File: src/rtl/lpf_pkg.sv
// -----------------------------------------------------------------------------
// lpf_pkg
// Shared definitions for the multichannel low-pass filter path.
//   - FSM state encoding (2-bit) used by lpf_multichannel
//   - calc_acc_w(): accumulator width from input width and guard bits
//   - default data widths shared with the ADC and DAC drivers
// -----------------------------------------------------------------------------
package lpf_pkg;

    // Widths agreed with the neighbouring converter drivers.
    localparam int ADC_W      = 14;
    localparam int DAC_W      = 12;
    localparam int DEF_FRAC_W = 6;

    // Sequencer states; the encoding is fixed so it can be probed on a bus.
    typedef enum logic [1:0] {
        ST_IDLE    = 2'd0,
        ST_CAPTURE = 2'd1,
        ST_PROC    = 2'd2,
        ST_DONE    = 2'd3
    } lpf_state_e;

    // Accumulator keeps the full input plus fractional guard bits below it.
    function automatic int calc_acc_w(input int din_w, input int frac_w);
        return din_w + frac_w;
    endfunction

endpackage

File: src/rtl/lpf_update_core.sv
// -----------------------------------------------------------------------------
// lpf_update_core
// Purely combinational single-channel update of a first-order IIR low-pass:
//   y_next = y + ((x << FRAC_W) - y) >>> k
// or, when PRELOAD is enabled and the channel has not seen a sample yet,
//   y_next = x << FRAC_W.
// Ports:
//   y_i            current accumulator (signed, ACC_W)
//   x_i            new input sample (signed, DIN_W)
//   k_i            shift amount (unsigned, K_W)
//   init_pending_i channel still waiting for its first sample
//   y_next_o       updated accumulator (signed, ACC_W)
// -----------------------------------------------------------------------------
module lpf_update_core
    import lpf_pkg::*;
#(
    parameter int DIN_W   = ADC_W,
    parameter int FRAC_W  = DEF_FRAC_W,
    parameter int K_W     = 4,
    parameter int PRELOAD = 1
) (
    input  logic signed [DIN_W+FRAC_W-1:0] y_i,
    input  logic signed [DIN_W-1:0]        x_i,
    input  logic        [K_W-1:0]          k_i,
    input  logic                           init_pending_i,
    output logic signed [DIN_W+FRAC_W-1:0] y_next_o
);

    localparam int ACC_W = calc_acc_w(DIN_W, FRAC_W);

    logic signed [ACC_W-1:0] xe_s;
    logic signed [ACC_W:0]   diff_s;
    logic        [31:0]      k_ext_s;
    logic        [31:0]      shamt_s;

    // Input scaled onto the accumulator grid; the extra bit on diff avoids overflow.
    assign xe_s    = {x_i, {FRAC_W{1'b0}}};
    assign diff_s  = {xe_s[ACC_W-1], xe_s} - {y_i[ACC_W-1], y_i};

    // Any shift of ACC_W or more already collapses diff to 0 or -1.
    assign k_ext_s = 32'(k_i);
    assign shamt_s = (k_ext_s > 32'(ACC_W)) ? 32'(ACC_W) : k_ext_s;

    // Select preload or the filtered step; the low ACC_W bits of y + step are exact
    // because the result is a convex combination of y and xe.
    always_comb begin
        y_next_o = y_i;
        if ((PRELOAD == 1) && init_pending_i) begin
            y_next_o = xe_s;
        end else begin
            y_next_o = y_i + ACC_W'(diff_s >>> shamt_s);
        end
    end

endmodule

File: src/rtl/lpf_multichannel.sv
// -----------------------------------------------------------------------------
// lpf_multichannel
// N_CH independent exponential low-pass filters sharing one update core,
// processed one channel per clock after each accepted sample.
// Ports:
//   qzt_clk       system clock
//   rst_n         synchronous reset, active low
//   sample_valid  strobe; din, k and hold are captured while sample_ready=1
//   sample_ready  high while idle
//   din           packed signed samples, channel 0 in the LSBs
//   k             shift amount for this sample
//   hold          freeze accumulators for this sample (dout_valid still pulses)
//   clear         synchronous clear of accumulators, init flags and overrun
//   dout          packed signed accumulators, channel 0 in the LSBs
//   dout_valid    one-cycle strobe once all channels are updated
//   overrun       sticky: strobe arrived while busy
// -----------------------------------------------------------------------------
module lpf_multichannel
    import lpf_pkg::*;
#(
    parameter int N_CH    = 2,
    parameter int DIN_W   = ADC_W,
    parameter int FRAC_W  = DEF_FRAC_W,
    parameter int K_W     = 4,
    parameter int PRELOAD = 1
) (
    input  logic                             qzt_clk,
    input  logic                             rst_n,
    input  logic                             sample_valid,
    output logic                             sample_ready,
    input  logic [N_CH*DIN_W-1:0]            din,
    input  logic [K_W-1:0]                   k,
    input  logic                             hold,
    input  logic                             clear,
    output logic [N_CH*(DIN_W+FRAC_W)-1:0]   dout,
    output logic                             dout_valid,
    output logic                             overrun
);

    localparam int ACC_W = calc_acc_w(DIN_W, FRAC_W);
    localparam int CH_W  = (N_CH > 1) ? $clog2(N_CH) : 1;
    localparam logic [CH_W-1:0] LAST_CH = CH_W'(N_CH - 1);

    lpf_state_e              state_q, state_d;
    logic [CH_W-1:0]         ch_idx_q, ch_idx_d;
    logic                    sample_ready_q;
    logic                    dout_valid_q;
    logic                    overrun_q;
    logic signed [DIN_W-1:0] din_q [N_CH];
    logic [K_W-1:0]          k_q;
    logic                    hold_q;
    logic signed [ACC_W-1:0] acc_q [N_CH];
    logic [N_CH-1:0]         init_q;

    logic                    accept_s;
    logic                    upd_en_s;
    logic signed [ACC_W-1:0] y_next_s;

    // Sequencer next state: capture, walk the channels, then announce the result.
    always_comb begin
        state_d  = state_q;
        ch_idx_d = ch_idx_q;
        accept_s = 1'b0;
        case (state_q)
            ST_IDLE: begin
                if (sample_valid) begin
                    accept_s = 1'b1;
                    state_d  = ST_CAPTURE;
                end else begin
                    state_d  = ST_IDLE;
                end
            end
            ST_CAPTURE: begin
                ch_idx_d = '0;
                state_d  = ST_PROC;
            end
            ST_PROC: begin
                if (ch_idx_q == LAST_CH) begin
                    state_d  = ST_DONE;
                end else begin
                    ch_idx_d = ch_idx_q + CH_W'(1);
                end
            end
            ST_DONE: begin
                state_d = ST_IDLE;
            end
            default: begin
                state_d = ST_IDLE;
            end
        endcase
    end

    assign upd_en_s = (state_q == ST_PROC) && !hold_q;

    lpf_update_core #(
        .DIN_W   (DIN_W),
        .FRAC_W  (FRAC_W),
        .K_W     (K_W),
        .PRELOAD (PRELOAD)
    ) u_core (
        .y_i            (acc_q[ch_idx_q]),
        .x_i            (din_q[ch_idx_q]),
        .k_i            (k_q),
        .init_pending_i (init_q[ch_idx_q]),
        .y_next_o       (y_next_s)
    );

    // Control registers; clear outranks everything except reset and aborts the sample.
    always_ff @(posedge qzt_clk) begin
        if (!rst_n || clear) begin
            state_q        <= ST_IDLE;
            ch_idx_q       <= '0;
            sample_ready_q <= 1'b1;
            dout_valid_q   <= 1'b0;
            overrun_q      <= 1'b0;
        end else begin
            state_q        <= state_d;
            ch_idx_q       <= ch_idx_d;
            sample_ready_q <= (state_d == ST_IDLE);
            dout_valid_q   <= (state_d == ST_DONE);
            if (sample_valid && !sample_ready_q) begin
                overrun_q <= 1'b1;
            end
        end
    end

    // Sample latch and accumulator array; one channel written per PROC cycle.
    always_ff @(posedge qzt_clk) begin
        if (!rst_n || clear) begin
            for (int i = 0; i < N_CH; i++) begin
                acc_q[i] <= '0;
                din_q[i] <= '0;
            end
            init_q <= '1;
            k_q    <= '0;
            hold_q <= 1'b0;
        end else begin
            if (accept_s) begin
                for (int i = 0; i < N_CH; i++) begin
                    din_q[i] <= din[i*DIN_W +: DIN_W];
                end
                k_q    <= k;
                hold_q <= hold;
            end
            if (upd_en_s) begin
                acc_q[ch_idx_q]  <= y_next_s;
                init_q[ch_idx_q] <= 1'b0;
            end
        end
    end

    // Accumulators are visible continuously; dout_valid marks a complete vector.
    always_comb begin
        dout = '0;
        for (int i = 0; i < N_CH; i++) begin
            dout[i*ACC_W +: ACC_W] = acc_q[i];
        end
    end

    assign sample_ready = sample_ready_q;
    assign dout_valid   = dout_valid_q;
    assign overrun      = overrun_q;

endmodule
File: config.mk
export PLATFORM = sky130hd
export DESIGN_NAME = lpf_multichannel
export DESIGN_NICKNAME = d
export VERILOG_FILES = /design/src/rtl/lpf_pkg.sv /design/src/rtl/lpf_update_core.sv /design/src/rtl/lpf_multichannel.sv
export SDC_FILE = /design/constraint.sdc
export NUM_CORES = 1
export LEC_CHECK = 0
export CAP_MARGIN = 25
export CORE_ASPECT_RATIO = 0.75
export CORE_UTILIZATION = 57
export DETAILED_ROUTE_END_ITERATION = 10
export GPL_TIMING_DRIVEN = 0
export PLACE_DENSITY_LB_ADDON = 0.08
export REMOVE_ABC_BUFFERS = 1
export SLEW_MARGIN = 25
export SYNTH_ARGS = -nofsm -noshare
export SYNTH_HDL_FRONTEND = slang
export SYNTH_SLANG_ARGS = --single-unit
File: constraint.sdc
create_clock -name qzt_clk -period 17.4 [get_ports qzt_clk]
set_input_delay 2.61 -clock qzt_clk [delete_from_list [all_inputs] [get_ports qzt_clk]]
set_output_delay 2.61 -clock qzt_clk [all_outputs]
set_load 0.01 [all_outputs]
==> impl_metrics.py, run 1 <==
metrics = {
    "global_route": {
        "grt_pass1_wl_mm": 26.5,
        "grt_pass1_vias": 5054,
        "grt_use_total_pct": 29.4,
        "grt_max_degree": 43,
        "antenna_found_initial": 0,
        "overflow": 0,
    },
    "drt": {
        "drt_iter0_markers": 463,
        "wl_per_cell_um": 19.1,
        "drc_errors": 0,
        "vias_per_cell": 6.15,
        "drt_wl_total_mm": 16.9,
        "firstDrtPassIters": 5,
        "vias": 5408,
        "final_antenna_net_count": 0,
    },
    "critical_path": {
        "start_kind": "register",
        "cp_max_fo": 42,
        "end_kind": "register",
        "crit_required_ps": 17560,
        "cp.arrival_ps": 6680,
        "worst-setup-path-type": "register to register",
    },
    "yosys": {
        "synthTopCellsByArea": "edfxtp_1 32%, ha_1 7.2%, mux2i_1 6.7%",
        "muxShareOfSynthArea_pct": 13.3,
        "synth-edff-count": 68,
        "synth-xor-area-share_pct": 4.39,
        "synthesis.area_sq_mm": 0.00639,
        "syn_inst": 679,
        "synth-simple-area-share_pct": 17.9,
        "synthFlopType": "edfxtp_1",
        "yosys.area.top_type": "edfxtp_1",
        "synth_fa_ha_area_share_pct": 7.56,
        "synth_compound_area_share_pct": 16.4,
        "syn_area_per_cell_sq_um": 9.41,
        "yosys.area.top_type_share_pct": 32.0,
        "ys_seq_area_share_pct": 36.4,
        "synth-warning-count": 0,
        "synth_top_family_by_area": "simple AND/OR/NAND/NOR gates",
        "async_flop_share_pct": 0,
        "ys_types": 68,
        "synth_seq_cells": 82,
    },
    "sta": {
        "relSlewSlack_pct": 41.3,
        "worst_clock_skew_ps": 10.3,
        "timing.setup.tns_ps": 0,
        "max_slew.worst_pin.slew_ps": 879,
        "report.final.slew_viol_count": 0,
        "fmax_mhz": 153,
        "hold_viol": 0,
        "fin_hold_ws_ps": 481,
        "period_share_pct": 37.5,
        "rsz0062_at_grt": "false",
        "fin_crit_ps": 6520,
        "setup_viol": 0,
    },
    "power": {
        "power_uw": 671,
        "ir_drop_v": 0.0000539,
        "power_density_mw_per_mm2": 88.5,
        "p_leak_uw": 0.00306,
    },
    "cts": {
        "cts-htree-levels": 3,
        "post_cts_buffers": 0,
        "cts.sinks": 82,
        "ctsHoldBuffers": 0,
        "cts_root_buffer": "clkbuf_16",
        "clk_pin_slew_ps": 60,
        "cts_tree": "yes",
        "clkLatencyLatePin_ps": 350,
        "cts_buffers": 9,
        "clock_path_buffers": 2,
        "cts_resized": 0,
    },
    "floorplanning": {
        "die_area_sq_mm": 0.0116,
        "ioPinCount": 80,
        "core_area_sq_mm": 0.0109,
        "die_h_um": 93.7,
        "fp.dieW_um": 124,
        "start_util_pct": 58.6,
        "rows": 33,
    },
    "placement": {
        "placed_cell_area_sq_mm": 0.00727,
        "io_buffers": 79,
        "hpwlAfterDp_mm": 12.3,
        "routabilityCongestion": 0.925,
    },
    "layout": {
        "final_cell_mix": "79 x clkdlybuf4s50_1, 78 x nor2_1, 68 x edfxtp_1",
        "utilization_pct": 69.6,
        "layout_commonest_cell": "clkdlybuf4s50_1",
        "fin_area_sq_mm": 0.00759,
        "area_delta_synth_final_pct": 18.8,
        "fin_nets": 810,
        "drive_gt1_share_pct": 10.0,
        "diodes": 0,
    },
    "job": {
        "drv_cap": 0,
    },
    "worst_hold_path": {
        "hold_class": "register to register",
    },
    "run_status": {
        "outcome": "completed",
    },
}
cells by family after synthesis:
logic type,after synthesis
compound gates,157
xor+xnor,32
fa+ha+maj,38
buf+inv,69
flops,82
mux,76
simple gates,225
cells in the mapped netlist (all sizes together) (19+ instances only):
library cell	number
clkbuf	31
mux2i	44
edfxtp	68
xnor2	19
and2	32
o21ai	33
inv	33
a21oi	39
ha	37
nand2	43
mux2	29
nor2	78
flip-flops by register name, indices dropped and copies added, names as in the netlist, named ones only:
register	flops
acc_q	40
ch_idx_q	1
init_q	2
state_q	2
din_q	28
k_q	4
overrun	1
hold_q	1
sample_ready	1
dout_valid	1
critical path, stage by stage (launching register included):
cell	delay (ps)
dfxtp_4	780
mux2i_1	480
ha_1	290
nor4b_2	360
o22ai_1	210
o221ai_2	290
nand2_1	100
a21oi_1	660
mux4_2	450
mux2i_1	120
mux2_2	330
ha_1	360
nor3_1	90
nor3_1	240
nand2_1	160
o21ai_0	410
nand3_1	230
a311oi_1	330
xnor2_1	150
a211oi_1	290
metal layers:
layer	vias up	part of all wire, %	GRT usage [%]
met2	206	43	44.0
met1	2585	49	44.0
met5	-	0	0
li1	2596	-	-
met4	0	1.3	8.13
met3	21	6.8	4.44
cell type report:
| class | count | area (sq um) |
|---|---|---|
| Sequential cell | 82 | 2330 |
| Inverter | 33 | 124 |
| Timing Repair Buffer | 81 | 830 |
| Fill cell | 880 | 3310 |
| Clock inverter | 3 | 26.3 |
| Multi-Input combinational cell | 528 | 3820 |
| Tap cell | 140 | 175 |
| Clock buffer | 13 | 282 |
report_power, final:
group	switching, uW	total, uW	leakage (uW)	internal, uW
Sequential	6.41	227	0.000883	221
Clock	82.9	198	0.000152	115
Combinational	140	246	0.00202	106
Total	229	671	0.00306	442
final timing paths:
check | start | to | slack [ps] | cells past startpoint
setup / recovery | register | acc_q[1][19]$_SDFFCE_PN0P_ | 10880 | 19
setup reg to reg | register | acc_q[1][19]$_SDFFCE_PN0P_ | 10880 | 19
hold reg to reg | overrun$_SDFFE_PP0P_ | overrun$_SDFFE_PP0P_ | 480 | 2
hold / removal | overrun$_SDFFE_PP0P_ | overrun$_SDFFE_PP0P_ | 480 | 2
stage by stage:
stage | instances | setup WS [ps]
after floorplan | 643 | 11230
after global placement | 862 | 10030
after detailed placement | 864 | 11050
after CTS | 880 | 11020
after global routing | 880 | 10480
final | 880 | 10880
(Power assumes the default switching activity.)
==> run 2, diff against run 1 <==
==> constraint.sdc (replaced) <==
create_clock -name qzt_clk -period 6.15 [get_ports qzt_clk]
set_input_delay 0.9225 -clock qzt_clk [delete_from_list [all_inputs] [get_ports qzt_clk]]
set_output_delay 0.9225 -clock qzt_clk [all_outputs]
set_load 0.01 [all_outputs]
==> run 2 against run 1 <==
Against the previous run: via count grew 0.98%; utilization up 0.86 points; maximum frequency rose by 9.2%; routed wire length is 2.5% higher; setup slack worse by 11000 ps; sequential power grew to 2.8 times the previous value; clock power rose to 2.8 times the previous value; sequential share of layout area fell by 0.37 points; worst hold slack got worse by 0.87 ps; power increased to 2.8 times the previous value; global-route usage is 0.28 points higher; largest cell class unchanged; largest power group unchanged; highest routed layer unchanged.
==> impl_metrics.py, run 2 (synthesis results as in run 1) <==
metrics = {
    "global_route": {
        "grt_use_total_pct": 29.7,
        "antenna_found_initial": 0,
        "grt_max_degree": 34,
        "overflow": 0,
        "grt_pass1_wl_mm": 26.6,
        "grt_pass1_vias": 5058,
    },
    "cts": {
        "cts-htree-levels": 3,
        "cts_buffers": 9,
        "ctsHoldBuffers": 0,
        "clkLatencyLatePin_ps": 350,
        "cts_tree": "yes",
        "clk_pin_slew_ps": 60,
        "cts_root_buffer": "clkbuf_16",
        "clock_path_buffers": 2,
        "cts.sinks": 82,
    },
    "layout": {
        "layout_commonest_cell": "clkdlybuf4s50_1",
        "largest_reg_flops": 40,
        "utilization_pct": 70.5,
        "fin_area_sq_mm": 0.00768,
        "drive_gt1_share_pct": 11.3,
        "multi_input_area_sq_mm": 0.00388,
        "regArea_sq_mm": 0.00233,
        "nFillCells": 865,
        "regMostFlops": "acc_q",
        "reg.largest.list": "acc_q (40), din_q (28), k_q (4)",
        "area_delta_synth_final_pct": 20.2,
        "final_cells": 882,
        "diodes": 0,
        "final_cell_mix": "79 x clkdlybuf4s50_1, 77 x nor2_1, 68 x edfxtp_1",
        "fin_nets": 812,
    },
    "floorplanning": {
        "start_util_pct": 58.6,
        "die_area_sq_mm": 0.0116,
        "core_area_sq_mm": 0.0109,
        "ioPinCount": 80,
        "rows": 33,
        "fp.dieW_um": 124,
        "die_h_um": 93.7,
    },
    "drt": {
        "vias": 5461,
        "final_antenna_net_count": 0,
        "wl_per_cell_um": 19.6,
        "drt_iter0_markers": 449,
        "drt_wl_total_mm": 17.3,
        "drc_errors": 0,
        "firstDrtPassIters": 5,
        "vias_per_cell": 6.19,
    },
    "placement": {
        "dp_cells": 864,
        "io_buffers": 79,
        "hpwlAfterDp_mm": 12.3,
        "routabilityCongestion": 0.925,
        "placed_cell_area_sq_mm": 0.00727,
        "place_ws_ps": -196,
    },
    "sta": {
        "hold_viol": 0,
        "report.final.slew_viol_count": 0,
        "max_slew.worst_pin.slew_ps": 896,
        "timing.setup.tns_ps": 0,
        "fin_crit_ps": 5970,
        "relSlewSlack_pct": 40.2,
        "setup_viol": 0,
        "worst_slack_ps": 180,
        "fmax_mhz": 168,
        "period_share_pct": 97.1,
        "worst_clock_skew_ps": 9.74,
    },
    "critical_path": {
        "endpoint": "acc_q[0][18]$_SDFFCE_PN0P_",
        "cp.arrival_ps": 6040,
        "cpMaxStageDelayCell": "dfxtp_4",
        "slowest_delay_ps": 500,
        "end_kind": "register",
        "crit_required_ps": 6220,
        "ff2ff_path_depth": 22,
        "worst-setup-path-type": "register to register",
        "r2r_slack_ps": 180,
        "start_kind": "register",
        "cp_common_cell": "mux2_2",
        "r2r_end": "acc_q[0][18]$_SDFFCE_PN0P_",
        "cp_max_fo": 12,
        "crit_chain": "buf_8, mux2i_1, ha_1, and4bb_2, o21ai_1, nor3_1, nor2_1, xnor2_1, a21oi_1, mux2_2, mux2_2, mux2_2, fa_1, nor2b_1, o21a_1, o21ai_1, a211o_1, o211ai_1, a31oi_1, xnor2_1, nor2_1, nor3_1",
    },
    "power": {
        "power_density_mw_per_mm2": 249,
        "ir_drop_v": 0.000153,
        "p_leak_uw": 0.00309,
    },
    "worst_hold_path": {
        "whs_path_depth": 2,
        "hold_class": "register to register",
    },
    "run_status": {
        "outcome": "completed",
    },
    "job": {
        "drv_cap": 0,
    },
}
-- run 2: per-layer routing --
layer,share of wire (%),vias up,global-route usage (%)
li1,-,2599,-
met1,48,2607,44.2
met2,43,236,44.2
met3,7.0,19,4.50
met4,1.4,0,8.84
met5,0,-,0
-- run 2: area by class of cell --
cell class	count	share of cell area, %
Sequential cell	82	30.3
Inverter	33	1.61
Timing Repair Buffer	83	11.3
Clock inverter	3	0.342
Tap cell	140	2.28
Clock buffer	13	3.67
Multi-Input combinational cell	528	50.6
-- run 2: through the flow --
stage,total power (uW),hold slack [ps]
2_1_floorplan,1140,457
3_3_place_gp,1320,455
3_5_place_dp,1330,461
4_1_cts,1890,482
5_1_grt,2000,535
6_report,1910,480
-- run 2: timing repair --
item,in CTS,in global routing
buffers inserted,1,1
setup endpoints to repair,14,21
gates resized for setup,1,14
-- run 2: worst min path at each step --
| stage | startpoint | endpoint |
|---|---|---|
| 4_1_cts | overrun$_SDFFE_PP0P_ | overrun$_SDFFE_PP0P_ |
| 2_1_floorplan | init_q[1]$_SDFFE_PP1P_ | init_q[1]$_SDFFE_PP1P_ |
| 5_1_grt | overrun$_SDFFE_PP0P_ | overrun$_SDFFE_PP0P_ |
| 3_3_place_gp | overrun$_SDFFE_PP0P_ | overrun$_SDFFE_PP0P_ |
| 6_report | overrun$_SDFFE_PP0P_ | overrun$_SDFFE_PP0P_ |
| 3_5_place_dp | overrun$_SDFFE_PP0P_ | overrun$_SDFFE_PP0P_ |
-- run 2: where the power goes --
| group | internal (uW) | switching [uW] |
|---|---|---|
| Sequential | 625 | 18.4 |
| Clock | 325 | 235 |
| Combinational | 306 | 402 |
-- run 2: critical path: cells and delay by family (launching register included) --
family                     cells  cell delay [ps]
AOI/OAI and AO/OA              7             1550
DFF                            1              500
xor gates and xnor gates       2              370
adders and majority gates      2              760
buffers and inverters          1              220
muxes                          4             1220
and+or+nand+nor                6             1060
==> run 3, diff against run 2 <==
--- a/config.mk
+++ b/config.mk
@@ -10,7 +10,7 @@
 export CORE_UTILIZATION = 57
 export DETAILED_ROUTE_END_ITERATION = 10
 export GPL_TIMING_DRIVEN = 0
-export PLACE_DENSITY_LB_ADDON = 0.08
+export PLACE_DENSITY_LB_ADDON = 0.1
 export REMOVE_ABC_BUFFERS = 1
 export SLEW_MARGIN = 25
 export SYNTH_ARGS = -nofsm -noshare
==> run 3 against run 2 <==
Against the previous run: the run now ends with DRC left; setup slack got worse by 4.6 ps; clock-buffer cell count decreased by 1; non-clock buffer count increased by 3; worst hold slack improved by 24 ps; largest power group unchanged.
==> impl_metrics.py, run 3 (synthesis results as in run 1) <==
metrics = {
    "run_status": {
        "outcome": "finished, violations left",
        "violations": "DRC",
    },
    "cts": {
        "clkLatencyLatePin_ps": 340,
        "cts.sinks": 82,
        "cts_tree": "yes",
        "cts_root_buffer": "clkbuf_16",
        "ctsHoldBuffers": 0,
        "cts-htree-levels": 3,
        "cts_buffers": 9,
        "clock_path_buffers": 2,
        "clk_pin_slew_ps": 60,
    },
    "sta": {
        "fmax_mhz": 167,
        "worst_clock_skew_ps": 13.9,
        "relSlewSlack_pct": 42.5,
        "report.final.slew_viol_count": 0,
        "max_slew.worst_pin.slew_ps": 862,
        "timing.setup.tns_ps": 0,
        "setup_viol": 0,
        "fin_hold_ws_ps": 504,
        "rsz0062_at_grt": "true",
        "fin_crit_ps": 5970,
        "hold_viol": 0,
        "period_share_pct": 97.1,
    },
    "drt": {
        "vias_per_cell": 6.21,
        "wl_per_cell_um": 19.7,
        "drt_wl_total_mm": 17.5,
        "firstDrtPassIters": 8,
        "vias": 5494,
        "drc_errors": 2,
        "drt_iter0_markers": 580,
        "final_antenna_net_count": 0,
    },
    "critical_path": {
        "start_kind": "register",
        "r2r_slack_ps": 180,
        "cp.arrival_ps": 6030,
        "worst-setup-path-type": "register to register",
        "cp_max_fo": 21,
        "crit_required_ps": 6210,
        "ff2ff_path_depth": 22,
        "end_kind": "register",
    },
    "worst_hold_path": {
        "hold_class": "register to register",
        "whs_path_depth": 2,
    },
    "global_route": {
        "grt_use_total_pct": 29.7,
        "grt_pass1_wl_mm": 26.6,
        "antenna_found_initial": 0,
        "overflow": 0,
        "grt_pass1_vias": 4995,
        "grt_max_degree": 34,
    },
    "layout": {
        "utilization_pct": 70.6,
        "reg.largest.list": "acc_q (40), din_q (28), k_q (4)",
        "drive_gt1_share_pct": 11.8,
        "fin_nets": 815,
        "diodes": 0,
        "area_delta_synth_final_pct": 20.5,
        "largest_reg_flops": 40,
        "final_cell_mix": "79 x clkdlybuf4s50_1, 78 x nor2_1, 68 x edfxtp_1",
        "final_cells": 885,
        "regMostFlops": "acc_q",
        "layout_commonest_cell": "clkdlybuf4s50_1",
    },
    "placement": {
        "routabilityCongestion": 0.924,
        "dp_cells": 864,
        "hpwlAfterDp_mm": 12.5,
        "io_buffers": 79,
    },
    "floorplanning": {
        "rows": 33,
        "start_util_pct": 58.6,
        "core_area_sq_mm": 0.0109,
        "die_h_um": 93.7,
        "die_area_sq_mm": 0.0116,
        "ioPinCount": 80,
        "fp.dieW_um": 124,
    },
    "power": {
        "netSwitchingFraction_pct": 34.6,
        "p_clk_share_pct": 29.4,
        "pwr-share-comb_pct": 37.1,
        "seqPwrFrac_pct": 33.4,
        "switchingPower_uw": 667,
        "p_leak_uw": 0.00310,
        "ir_drop_v": 0.000191,
        "power_density_mw_per_mm2": 250,
        "internal_power_uw": 1260,
        "power_uw": 1930,
    },
    "job": {
        "drv_cap": 0,
    },
}
[run 3: area by class of cell]
class	instances	area (sq um)
clock buffers	12	279
clock inverters	4	30.0
fillers	840	3200
inverters	33	124
multi-input cells	528	3880
flip-flops and latches	82	2330
well taps	140	175
repair buffers	86	887
[run 3: layer usage]
metal / track usage [%] / vias up / part of all wire, %
li1: - / 2610 / -
met1: 41.7 / 2598 / 46
met2: 46.3 / 250 / 44
met3: 6.44 / 36 / 8.0
met4: 8.33 / 0 / 1.7
met5: 0 / - / 0
[run 3: path summary, 6_finish.rpt]
check | endpoint | startpoint
hold / removal | overrun$_SDFFE_PP0P_ | overrun$_SDFFE_PP0P_
hold reg to reg | overrun$_SDFFE_PP0P_ | overrun$_SDFFE_PP0P_
setup / recovery | acc_q[0][11]$_SDFFCE_PN0P_ | register
setup reg to reg | acc_q[0][11]$_SDFFCE_PN0P_ | register
[run 3: power by group through the flow]
stage | Sequential [uW] | Clock (uW) | Combinational, uW
after CTS | 643 | 569 | 686
after global placement | 654 | 0 | 663
final | 644 | 567 | 715
after floorplan | 657 | 0 | 488
after global routing | 646 | 593 | 773
after detailed placement | 655 | 0 | 677
[run 3: through the flow]
| step | cell area (sq um) | worst slack (ps) |
|---|---|---|
| 6_report | 7700 | 176 |
| 5_1_grt | 7700 | -55.6 |
| 4_1_cts | 7620 | 118 |
| 3_5_place_dp | 7270 | -238 |
| 3_3_place_gp | 7220 | -1190 |
| 2_1_floorplan | 6250 | -22.6 |
[run 3: critical path: stages (launching register included)]
cell and delay, ps:
dfxtp_4 470, buf_8 210, buf_12 220, mux2i_1 310, ha_1 350, nor2_1 300
or3_4 220, nand2_1 50, a211o_1 300, mux2_2 290, a221o_1 320, o21a_1 200
o21ai_1 280, ha_1 370, a2111oi_1 470, o21ai_0 200, a21o_1 190, a21o_1 190
a21o_1 170, a21oi_1 170, xnor2_1 90, mux2i_1 220, nor2_1 80
[run 3: what timing repair did]
action,in CTS,in global routing
cloned,0,0
endpoints found under the setup margin,16,16
resized for setup,1,16
setup buffers,2,3
endpoints found under the hold margin,0,0
